File: src/rtl/lsu_pkg.sv
// Shared definitions for the load/store unit: RV32I funct3 width codes,
// FSM state encoding, and the ld/st legality check.
package lsu_pkg;

  typedef enum logic [1:0] {
    ST_IDLE = 2'd0,
    ST_REQ  = 2'd1,
    ST_RSP  = 2'd2
  } state_e;

  localparam logic [2:0] F3_B  = 3'b000;
  localparam logic [2:0] F3_H  = 3'b001;
  localparam logic [2:0] F3_W  = 3'b010;
  localparam logic [2:0] F3_BU = 3'b100;
  localparam logic [2:0] F3_HU = 3'b101;

  typedef struct packed {
    logic [3:0]  strb;
    logic [31:0] data;
  } st_lane_t;

  // Unsigned variants exist only for loads; halves need addr[0]=0, words addr[1:0]=0.
  function automatic logic ls_legal(input logic ld, input logic [2:0] f3,
                                    input logic [1:0] a);
    logic ok;
    ok = 1'b0;
    case (f3)
      F3_B:  ok = 1'b1;
      F3_H:  ok = !a[0];
      F3_W:  ok = (a == 2'b00);
      F3_BU: ok = ld;
      F3_HU: ok = ld & !a[0];
      default: ok = 1'b0;
    endcase
    return ok;
  endfunction

endpackage

File: src/rtl/lsu_load_align.sv
// Selects the addressed byte/half/word lane of a read word and sign- or
// zero-extends it according to the load funct3.
module lsu_load_align
  import lsu_pkg::*;
(
  input  logic [1:0]  addr,
  input  logic [2:0]  funct3,
  input  logic [31:0] rdata,
  output logic [31:0] data
);

  logic [7:0]  byte_sel;
  logic [15:0] half_sel;

  always_comb begin
    byte_sel = rdata[8*addr +: 8];
    half_sel = addr[1] ? rdata[31:16] : rdata[15:0];
    data     = 32'd0;
    case (funct3)
      F3_B:  data = {{24{byte_sel[7]}}, byte_sel};
      F3_H:  data = {{16{half_sel[15]}}, half_sel};
      F3_W:  data = rdata;
      F3_BU: data = {24'd0, byte_sel};
      F3_HU: data = {16'd0, half_sel};
      default: data = 32'd0;
    endcase
  end

endmodule

File: src/rtl/lsu.sv
// Memory stage: passes ALU results through, or runs one request/response
// memory transaction per load/store and presents the result to writeback.
module lsu
  import lsu_pkg::*;
#(
  parameter int XLEN = 32
) (
  input  logic            clk,
  input  logic            rst,
  input  logic            ex_valid,
  output logic            ex_ready,
  input  logic [XLEN-1:0] ex_result,
  input  logic [XLEN-1:0] ex_wdata,
  input  logic            ex_ld,
  input  logic            ex_st,
  input  logic [2:0]      ex_funct3,
  input  logic [4:0]      ex_rd,
  output logic            mem_req,
  output logic            mem_we,
  output logic [XLEN-1:0] mem_addr,
  output logic [3:0]      mem_wstrb,
  output logic [XLEN-1:0] mem_wdata,
  input  logic            mem_gnt,
  input  logic            mem_rvalid,
  input  logic [XLEN-1:0] mem_rdata,
  output logic            wb_valid,
  input  logic            wb_ready,
  output logic [XLEN-1:0] wb_data,
  output logic [4:0]      wb_rd,
  output logic            wb_exc
);

  state_e      state_q, state_d;
  logic        accept, is_mem, legal, launch, done;
  logic [2:0]  f3_q;
  logic [1:0]  a_lo_q;
  logic [4:0]  rd_q;
  logic        ld_q;
  logic [31:0] ld_data;
  st_lane_t    st_lane;

  function automatic st_lane_t store_fmt(input logic [2:0] f3, input logic [1:0] a,
                                         input logic [31:0] wd);
    st_lane_t r;
    r.strb = 4'b0000;
    r.data = 32'd0;
    case (f3)
      F3_B: begin r.strb = 4'b0001 << a;                     r.data = {4{wd[7:0]}};  end
      F3_H: begin r.strb = a[1] ? 4'b1100 : 4'b0011;         r.data = {2{wd[15:0]}}; end
      F3_W: begin r.strb = 4'b1111;                          r.data = wd;            end
      default: begin r.strb = 4'b0000;                       r.data = 32'd0;         end
    endcase
    return r;
  endfunction

  lsu_load_align u_align (
    .addr   (a_lo_q),
    .funct3 (f3_q),
    .rdata  (mem_rdata),
    .data   (ld_data)
  );

  always_comb begin
    st_lane  = store_fmt(ex_funct3, ex_result[1:0], ex_wdata);
    ex_ready = (state_q == ST_IDLE) & (!wb_valid | wb_ready);
    accept   = ex_valid & ex_ready;
    is_mem   = ex_ld | ex_st;
    legal    = ls_legal(ex_ld, ex_funct3, ex_result[1:0]);
    launch   = accept & is_mem & legal;
    done     = (state_q == ST_RSP) & mem_rvalid;
    mem_req  = 1'b0;
    state_d  = state_q;
    case (state_q)
      ST_IDLE: if (launch) state_d = ST_REQ;
      ST_REQ: begin
        mem_req = 1'b1;
        if (mem_gnt) state_d = ST_RSP;
      end
      ST_RSP:  if (mem_rvalid) state_d = ST_IDLE;
      default: state_d = ST_IDLE;
    endcase
  end

  always_ff @(posedge clk or posedge rst) begin
    if (rst) state_q <= ST_IDLE;
    else     state_q <= state_d;
  end

  // Request register: latched once at launch, stable through REQ until grant.
  always_ff @(posedge clk or posedge rst) begin
    if (rst) begin
      mem_addr  <= '0;
      mem_we    <= 1'b0;
      mem_wstrb <= 4'b0000;
      mem_wdata <= '0;
      f3_q      <= 3'd0;
      a_lo_q    <= 2'd0;
      rd_q      <= 5'd0;
      ld_q      <= 1'b0;
    end else if (launch) begin
      mem_addr  <= {ex_result[31:2], 2'b00};
      mem_we    <= ex_st;
      mem_wstrb <= ex_st ? st_lane.strb : 4'b0000;
      mem_wdata <= ex_st ? st_lane.data : 32'd0;
      f3_q      <= ex_funct3;
      a_lo_q    <= ex_result[1:0];
      rd_q      <= ex_rd;
      ld_q      <= ex_ld;
    end
  end

  // Writeback slot: an accept in the same cycle as a drain overwrites it directly.
  always_ff @(posedge clk or posedge rst) begin
    if (rst) begin
      wb_valid <= 1'b0;
      wb_data  <= '0;
      wb_rd    <= 5'd0;
      wb_exc   <= 1'b0;
    end else if (accept && !is_mem) begin
      wb_valid <= 1'b1;
      wb_data  <= ex_result;
      wb_rd    <= ex_rd;
      wb_exc   <= 1'b0;
    end else if (accept && !legal) begin
      wb_valid <= 1'b1;
      wb_data  <= '0;
      wb_rd    <= ex_rd;
      wb_exc   <= 1'b1;
    end else if (done) begin
      wb_valid <= 1'b1;
      wb_data  <= ld_q ? ld_data : 32'd0;
      wb_rd    <= rd_q;
      wb_exc   <= 1'b0;
    end else if (wb_ready) begin
      wb_valid <= 1'b0;
    end
  end

endmodule
File: config.mk
export PLATFORM = sky130hd
export DESIGN_NAME = lsu
export DESIGN_NICKNAME = d
export VERILOG_FILES = /design/src/rtl/lsu_pkg.sv /design/src/rtl/lsu_load_align.sv /design/src/rtl/lsu.sv
export SDC_FILE = /design/constraint.sdc
export NUM_CORES = 1
export LEC_CHECK = 0
export CORE_MARGIN = 2
export CORE_UTILIZATION = 41
export DETAILED_ROUTE_END_ITERATION = 16
export PLACE_DENSITY = 0.88
export SLEW_MARGIN = 20
export SYNTH_ARGS = -nofsm -noshare
export SYNTH_HDL_FRONTEND = slang
export SYNTH_HIERARCHICAL = 1
export SYNTH_SLANG_ARGS = --single-unit
File: constraint.sdc
create_clock -name clk -period 3.6 [get_ports clk]
set_input_delay 0.72 -clock clk [delete_from_list [all_inputs] [get_ports clk]]
set_output_delay 0.72 -clock clk [all_outputs]
set_load 0.01 [all_outputs]
After elaboration in Yosys (flattened, before gate mapping)
Cells that the tools add are included.
{ "word_totals": {"regBits": 119, "output_inout_bits": 110} }
{ "op_classes": {"bitwise_logic": 8, "reduce_logical": 13, "eq_ne": 13, "shifts": 2, "muxes": 26} }
{ "op_table": {"columns": ["op", "n"], "rows": [
  ["2-to-1 mux 32 bit", 5],
  ["case mux 32 bit (5 select lines)", 1],
  ["case mux 36 bit (3 select lines)", 1],
  ["indexed part select 32 x 6 -> 8 bit", 1],
  ["2-to-1 mux 16 bit", 1],
  ["2-to-1 mux 5 bit", 3],
  ["== test 3 bit (second input constant)", 4],
  ["2-to-1 mux 1 bit", 8],
  ["2-to-1 mux 4 bit", 2],
  ["bitwise AND 1 bit", 6],
  ["== test 3 x 1 -> 1 bit (second input constant)", 2],
  ["== test 3 x 2 -> 1 bit (second input constant)", 2],
  ["logical NOT 3 bit", 2],
  ["2-to-1 mux 2 bit", 3],
  ["inequality test 2 bit (second input constant)", 3],
  ["case mux 2 bit (3 select lines)", 1],
  ["case mux 1 bit (5 select lines)", 1],
  ["logical NOT 1 bit", 4],
  ["logical NOT 2 bit", 2],
  ["nonzero test 4 bit", 1],
  ["left shift 1 x 2 -> 4 bit (first input constant)", 1],
  ["AND reduction 3 bit", 1],
  ["nonzero test 3 bit", 1],
  ["== test 2 x 1 -> 1 bit (second input constant)", 1],
  ["other kinds (3)", 5]
]} }

Longest topological paths before layout
Gate-level depths: netlist of run 1.
{ "depth": {"ltp_word": 8, "mapped_depth": 8} }

Cells and area by module
The synthesis of run 1 kept the hierarchy.
{ "modules_own_cells": {"columns": ["mod", "cells_each", "instances", "area_per_inst_um2", "seq_area_each_um2"], "rows": [
  ["lsu", 470, 1, 5471.5, 2977.9],
  ["lsu_load_align", 108, 1, 762.0, 0.0]
]} }

Worst setup path after synthesis of run 1
OpenSTA, ideal clock, no wires.
{ "synth_path": {"path_kind": "input to register", "from": "input ex_funct3[2]", "to": "register mem_addr[4]", "path_buffers": 3, "required_time_ps": 3472, "setup_slack_ps": 1297, "t_arrival_ps": 2175, "path_stages": 7, "path_cell_list": "buf_2 nor4_4 a21oi_2 or3_1 buf_2 buf_2 mux2_1"} }
{ "synth_via": {"elab_chain_len": 3, "word_cells_on_any_way": 7} }
{ "synth_rtl": {"columns": ["element", "line", "rtl"], "rows": [
  ["start: declaration", "lsu.sv:16", "input logic [2:0] ex_funct3,"],
  ["== test 3 bit (tied with other cells)", "lsu_pkg.sv:27", "case (f3)"],
  ["case mux 1 bit (5 select lines) (*)", "lsu_pkg.sv:27", null],
  ["bitwise AND 1 bit (*)", "lsu.sv:69", "launch = accept & is_mem & legal;"],
  ["end signal: assignment", "lsu.sv:101", "mem_addr <= {ex_result[31:2], 2'b00};"],
  ["end: declaration", "lsu.sv:20", "output logic [XLEN-1:0] mem_addr,"]
]} }
Every way passes the cells marked *; elsewhere a longest branch is shown, timed or not.
A chain may end at the register's enable or synchronous reset.

Worst setup path in the final report of run 1
{ "layout_path": {"from": "input wb_ready", "to": "output ex_ready"} }
{ "layout_via": {"elab_chain_len": 2} }
{ "layout_rtl": {"columns": ["element", "line", "rtl"], "rows": [
  ["start: declaration", "lsu.sv:27", "input logic wb_ready,"],
  ["bitwise OR 1 bit", "lsu.sv:65", "ex_ready = (state_q == ST_IDLE) & (!wb_valid | wb_ready);"],
  ["bitwise AND 1 bit", "lsu.sv:65", null],
  ["end: declaration", "lsu.sv:11", "output logic ex_ready,"]
]} }
No other way between the ends.

==> results of run 1 <==
## report_power, final
| part | leakage, nW | internal, mW | switching [mW] |
|---|---|---|---|
| Sequential | 1.48 | 1.84 | 0.378 |
| Clock | 0.272 | 0.994 | 0.576 |
| Combinational | 1.99 | 1.60 | 1.24 |
## layer usage
layer | track usage | vias to the layer above | part of all wire
met5 | 0 | - | 0
met4 | 0.1131 | 0 | 0.038
met3 | 0.06449 | 50 | 0.073
met2 | 0.3765 | 257 | 0.49
met1 | 0.2990 | 2781 | 0.40
li1 | - | 2587 | -
## worst paths after layout
check / to / startpoint / slack, ns / depth (start not counted)
max in group asynchronous: wb_data[17]$_DFFE_PP0P_ / rst / 2.06 / 3
hold / removal: rd_q[1]$_DFFE_PP0P_ / rd_q[1]$_DFFE_PP0P_ / 0.48 / 1
min in group asynchronous: mem_wdata[19]$_DFFE_PP0P_ / rst / 0.80 / 2
hold reg to reg: rd_q[1]$_DFFE_PP0P_ / rd_q[1]$_DFFE_PP0P_ / 0.48 / 1
setup / recovery: ex_ready / wb_ready / 0.79 / 4
setup reg to reg: wb_data[26]$_DFFE_PP0P_ / f3_q[0]$_DFFE_PP0P_ / 1.24 / 6
## area by class of cell
cell class | instances | area, um^2
timing repair buffer | 236 | 2332
clock buffer | 23 | 478.0
sequential | 119 | 2978
inverter | 3 | 15.01
multi-input combinational | 398 | 2963
tap | 188 | 235.2
clock inverter | 9 | 75.07
fill | 1149 | 5957
## state kept, by name, indices dropped and copies added (netlist names)
signal / count
mem_wdata: 32
wb_data: 32
mem_addr: 30
rd_q: 5
wb_rd: 5
mem_wstrb: 4
f3_q: 3
a_lo_q: 2
state_q: 2
ld_q: 1
mem_we: 1
wb_exc: 1
wb_valid: 1
## cells in the final DEF, fill, tap and decap left out, types with 2 or more instances in the layout
cell and instances:
dfrtp_1 119, o22ai_1 3, buf_4 16, a32o_1 5
clkbuf_1 3, a22oi_1 4, clkinv_2 6, clkbuf_8 3
a21o_1 10, o211ai_1 17, or2_2 2, clkbuf_16 17
mux2i_1 16, o2bb2ai_1 16, clkinvlp_4 3, o221ai_1 6
and2_1 7, nor2b_1 11, clkdlybuf4s50_1 219, mux2_1 40
nand3_1 18, o21ai_0 9, nand2b_1 7, nor2_1 13
a221o_1 41, o21bai_1 2, a2bb2oi_1 32, nand2_1 75
a22o_1 16, nor3_1 4, inv_1 2, mux2_2 8
conb_1 2, a21oi_1 17
## cell families after synthesis
logic type / share of synthesized area
AOI/OAI and AO/OA: 0.2449
muxes: 0.1124
and+or+nand+nor: 0.1136
xor gates and xnor gates: 0.001405
DFF: 0.4777
buffers and inverters: 0.04938
other: 0.0006016
## metrics by stage
stage	utilization	hold WS [ns]	power [mW]	cells
after floorplan	-	0.4556	3.698	579
after global placement	0.5670	0.4659	4.985	944
after detailed placement	0.5670	0.4732	5.057	944
after CTS	0.6037	0.4848	6.654	976
final	0.6037	0.4822	6.632	976
after global routing	0.6037	0.5045	6.973	976
## critical path: stages
cell and delay (ns):
clkdlybuf4s50_1 0.45, nand2b_1 0.21, and2_1 0.15, clkdlybuf4s50_1 0.56
==> flow_summary.yaml, run 1 <==
status:
  status: "complete, no violations"
timing:
  fin_crit_ns: 2.808
  fmax_mhz: 356.2
  finalSetupTns_ns: 0
  grt_setup_unrepaired: "no"
  setup_violations: 0
  layout_setup_ws_ns: 0.7922
  final_hold_viol_count: 0
  worstMarginPinSlew_ns: 1.051
  period_share: 0.7799
  relSlewSlack: 0.2991
  slew_violations: 0
  fin_skew_ns: 0.003783
floorplan:
  rows: 45
  start_util: 0.4146
  design.core.area_um2: 15030
  die_w_um: 127.3
  die_area_um2: 16210
  io_pins: 222
  die_h_um: 127.3
clock_tree:
  clock_path_buffers: 2
  numCtsBuffers: 17
  cts_tree: "built"
  cts.sinks: 119
  worst_setup_hold_path_clk_slew_ns: 0.05
  ctsHoldBuffers: 0
  clock-root-buffer: "clkbuf_16"
  cts_resized: 0
  worstSkewPairLatency_ns: 0.41
  post_cts_buffers: 0
  cts_max_level: 4
grt:
  grt_max_degree: 58
  overflow: 0
  grt_first_pass_wirelength_um: 29970
  grt_use_total: 0.2363
  antenna_found_initial: 0
  grt_pass1_vias: 5452
route:
  vias_per_cell: 5.815
  vias: 5675
  ant_nets: 0
  dr.pass1.iters: 5
  first_iter_violations: 447
  wl_um: 19240
  wl_per_cell_um: 19.71
  drc: 0
setup_path:
  cp-end-kind: "primary output"
  path_class: "primary input to primary output"
  cp_data_required_time_ns: 2.88
  cp-start-kind: "primary input"
  critical_path.max_fanout: 6
  cp.arrival_ns: 2.09
placed_design:
  port_buffers: 219
  gp_congestion: 0.9464
  placed_area_um2: 8523
  dp_slack_ns: 0.5174
  dp.final_hpwl_um: 13880
final_layout:
  diodes: 0
  fin_area_um2: 9076
  syn_to_final_growth_pct: 45.60
  drive_above_1_share: 0.08503
  nets: 887
yosys:
  synth_ff_type: "dfrtp_1"
  synth_area_leaders: "dfrtp_1 (48%), mux2_1 (7.2%), a221o_1 (6.6%)"
  synth_most_common_cell: "dfrtp_1"
  synth_warnings: 6
  yosysSeqAreaShare: 0.4777
  synth_top_cell_by_area: "dfrtp_1"
  ys_seq_elements: 119
  synth_commonest_cells: "dfrtp_1 (119), nand2_1 (75), a221o_1 (41), mux2_1 (40), clkbuf_1 (36)"
  syn_avg_cell_area_um2: 10.78
  synth_edf_count: 0
  synth_top_area_frac: 0.4777
  ys_types: 48
  netlist_instances: 578
  async_reset_ff_frac: 1.000
  synth_area_um2: 6233
power:
  power_leakage_nw: 3.743
  power_density_nw_per_um2: 730.7
  vdd_drop_max_mv: 0.5093
job:
  cap_viol_max_count: 0
worst_hold_path:
  hold_path_class: "register to register"
Power figures use the tool's default switching activity.
==> run 2: changes to the inputs <==
==> constraint.sdc (replaced) <==
create_clock -name clk -period 2.45 [get_ports clk]
set_input_delay 0.49 -clock clk [delete_from_list [all_inputs] [get_ports clk]]
set_output_delay 0.49 -clock clk [all_outputs]
set_load 0.01 [all_outputs]
==> run 2 against run 1 <==
Global-route usage is 0.52 points higher. Register-to-register slack worse by 0.91 ns. Clock skew is 0.0020 ns higher. Largest power group unchanged. Final area is 2.9% higher. Utilization is 1.8 points higher. Count of clock-buffer cells in the layout stayed put. Combinational power is 53% higher. Non-clock buffer count is 16 higher.
==> flow_summary.yaml, run 2 (synthesis results as in run 1) <==
worst_hold_path:
  hold_path_class: "primary input to asynchronous set/reset pin"
final_layout:
  drive_above_1_share: 0.1046
  utilization: 0.6213
  layout.cells.most_common_list: "clkdlybuf4s50_1 (219), dfrtp_1 (119), nand2_1 (75), a221o_1 (41), mux2_1 (40)"
  largestRegisters: "mem_wdata: 32 flops, wb_data: 32 flops, mem_addr: 30 flops"
  fin_area_um2: 9340
  nets: 903
  syn_to_final_growth_pct: 49.84
  final_common_cell: "clkdlybuf4s50_1"
  diodes: 0
job:
  cap_viol_max_count: 0
setup_path:
  path_class: "primary input to primary output"
  critical_path.max_fanout: 6
  cp-start-kind: "primary input"
  r2r-end: "wb_data[25]$_DFFE_PP0P_"
  rr_worst_depth: 6
  r2r_slack_ns: 0.33
  critPathLaunch: "wb_ready"
  cp_data_required_time_ns: 1.96
  r2r_start: "f3_q[1]$_DFFE_PP0P_"
  endpoint: "ex_ready"
  cp-end-kind: "primary output"
  cp.arrival_ns: 1.83
route:
  wl_met2_um: 9325
  drc: 0
  dr.pass1.iters: 5
  top_layer: "met4"
  vias: 5723
  wl_met1_um: 8193
  wl_met3_um: 1180
  ant_nets: 0
  wl_per_cell_um: 19.78
  first_iter_violations: 537
  vias_per_cell: 5.775
  wl_um: 19600
timing:
  slew_violations: 0
  worstMarginPinSlew_ns: 0.7117
  finalSetupTns_ns: 0
  relSlewSlack: 0.5205
  fin_crit_ns: 2.320
  period_share: 0.9471
  fmax_mhz: 431.0
  setup_violations: 0
  grt_setup_unrepaired: "no"
  final_hold_viol_count: 0
  fin_skew_ns: 0.005770
placed_design:
  placed_area_um2: 8706
  port_buffers: 219
  gp_congestion: 0.9202
  dp.final_hpwl_um: 14030
floorplan:
  rows: 45
  die_w_um: 127.3
  die_area_um2: 16210
  die_h_um: 127.3
  start_util: 0.4146
  design.core.area_um2: 15030
  io_pins: 222
clock_tree:
  cts.sinks: 119
  worst_setup_hold_path_clk_slew_ns: 0.05
  numCtsBuffers: 17
  clock_path_buffers: 2
  cts_max_level: 4
  cts_tree: "built"
  ctsHoldBuffers: 0
  cts_resized: 0
  clock-root-buffer: "clkbuf_16"
  post_cts_buffers: 0
  worstSkewPairLatency_ns: 0.42
grt:
  grt_max_degree: 73
  antenna_found_initial: 0
  grt_pass1_vias: 5654
  grt_first_pass_wirelength_um: 30610
  grt_use_total: 0.2415
  overflow: 0
power:
  vdd_drop_max_mv: 0.6370
  power_leakage_nw: 3.881
  power_density_nw_per_um2: 1092
  total_power_mw: 10.20
status:
  status: "complete, no violations"
run 2: cell types whose count changed in the layout (fill, tap and decap cells not counted), sizes merged:
cell      previous run  this run
clkinvlp             3         1
buf                 17        33
clkinv               6         4
bufinv               1         4
run 2: how the worst min path moves through the flow:
| stage | from | endpoint | slack, ns |
|---|---|---|---|
| 6_report | rst | mem_wdata[19]$_DFFE_PP0P_ | 0.31 |
| 5_1_grt | rst | mem_wdata[19]$_DFFE_PP0P_ | 0.30 |
| 4_1_cts | rst | mem_wdata[19]$_DFFE_PP0P_ | 0.30 |
| 3_5_place_dp | rd_q[0]$_DFFE_PP0P_ | rd_q[0]$_DFFE_PP0P_ | 0.47 |
| 3_3_place_gp | rd_q[2]$_DFFE_PP0P_ | rd_q[2]$_DFFE_PP0P_ | 0.46 |
| 2_1_floorplan | rd_q[0]$_DFFE_PP0P_ | rd_q[0]$_DFFE_PP0P_ | 0.46 |
run 2: critical path, stage by stage:
cell and delay, ns:
clkdlybuf4s50_1 0.46, nand2b_2 0.18, and2_1 0.14, clkdlybuf4s50_1 0.56
run 2: layout make-up:
type | count | area [um^2]
multi-input cells | 398 | 2965
fillers | 1158 | 5693
flip-flops and latches | 119 | 2978
clock buffers | 23 | 488.0
clock inverters | 8 | 143.9
well taps | 188 | 235.2
inverters | 3 | 15.01
repair buffers | 252 | 2515
run 2: power by group:
part           switching (mW)  internal [mW]
Clock                   0.873           1.80
Combinational            1.91           2.42
Sequential              0.476           2.71
run 2: stage by stage:
stage	hold WS, ns	std cells	setup WS (ns)
after global placement	0.4646	960	-0.1487
after floorplan	0.4556	579	0.3775
after CTS	0.3013	991	0.07427
after global routing	0.2973	991	0.09136
after detailed placement	0.4729	960	-0.2360
final	0.3092	991	0.1297
run 2: per-layer routing:
| metal | up-vias | track usage |
|---|---|---|
| met3 | 51 | 0.06700 |
| met2 | 232 | 0.3740 |
| li1 | 2610 | - |
| met4 | 0 | 0.1267 |
| met1 | 2830 | 0.3097 |
| met5 | - | 0 |
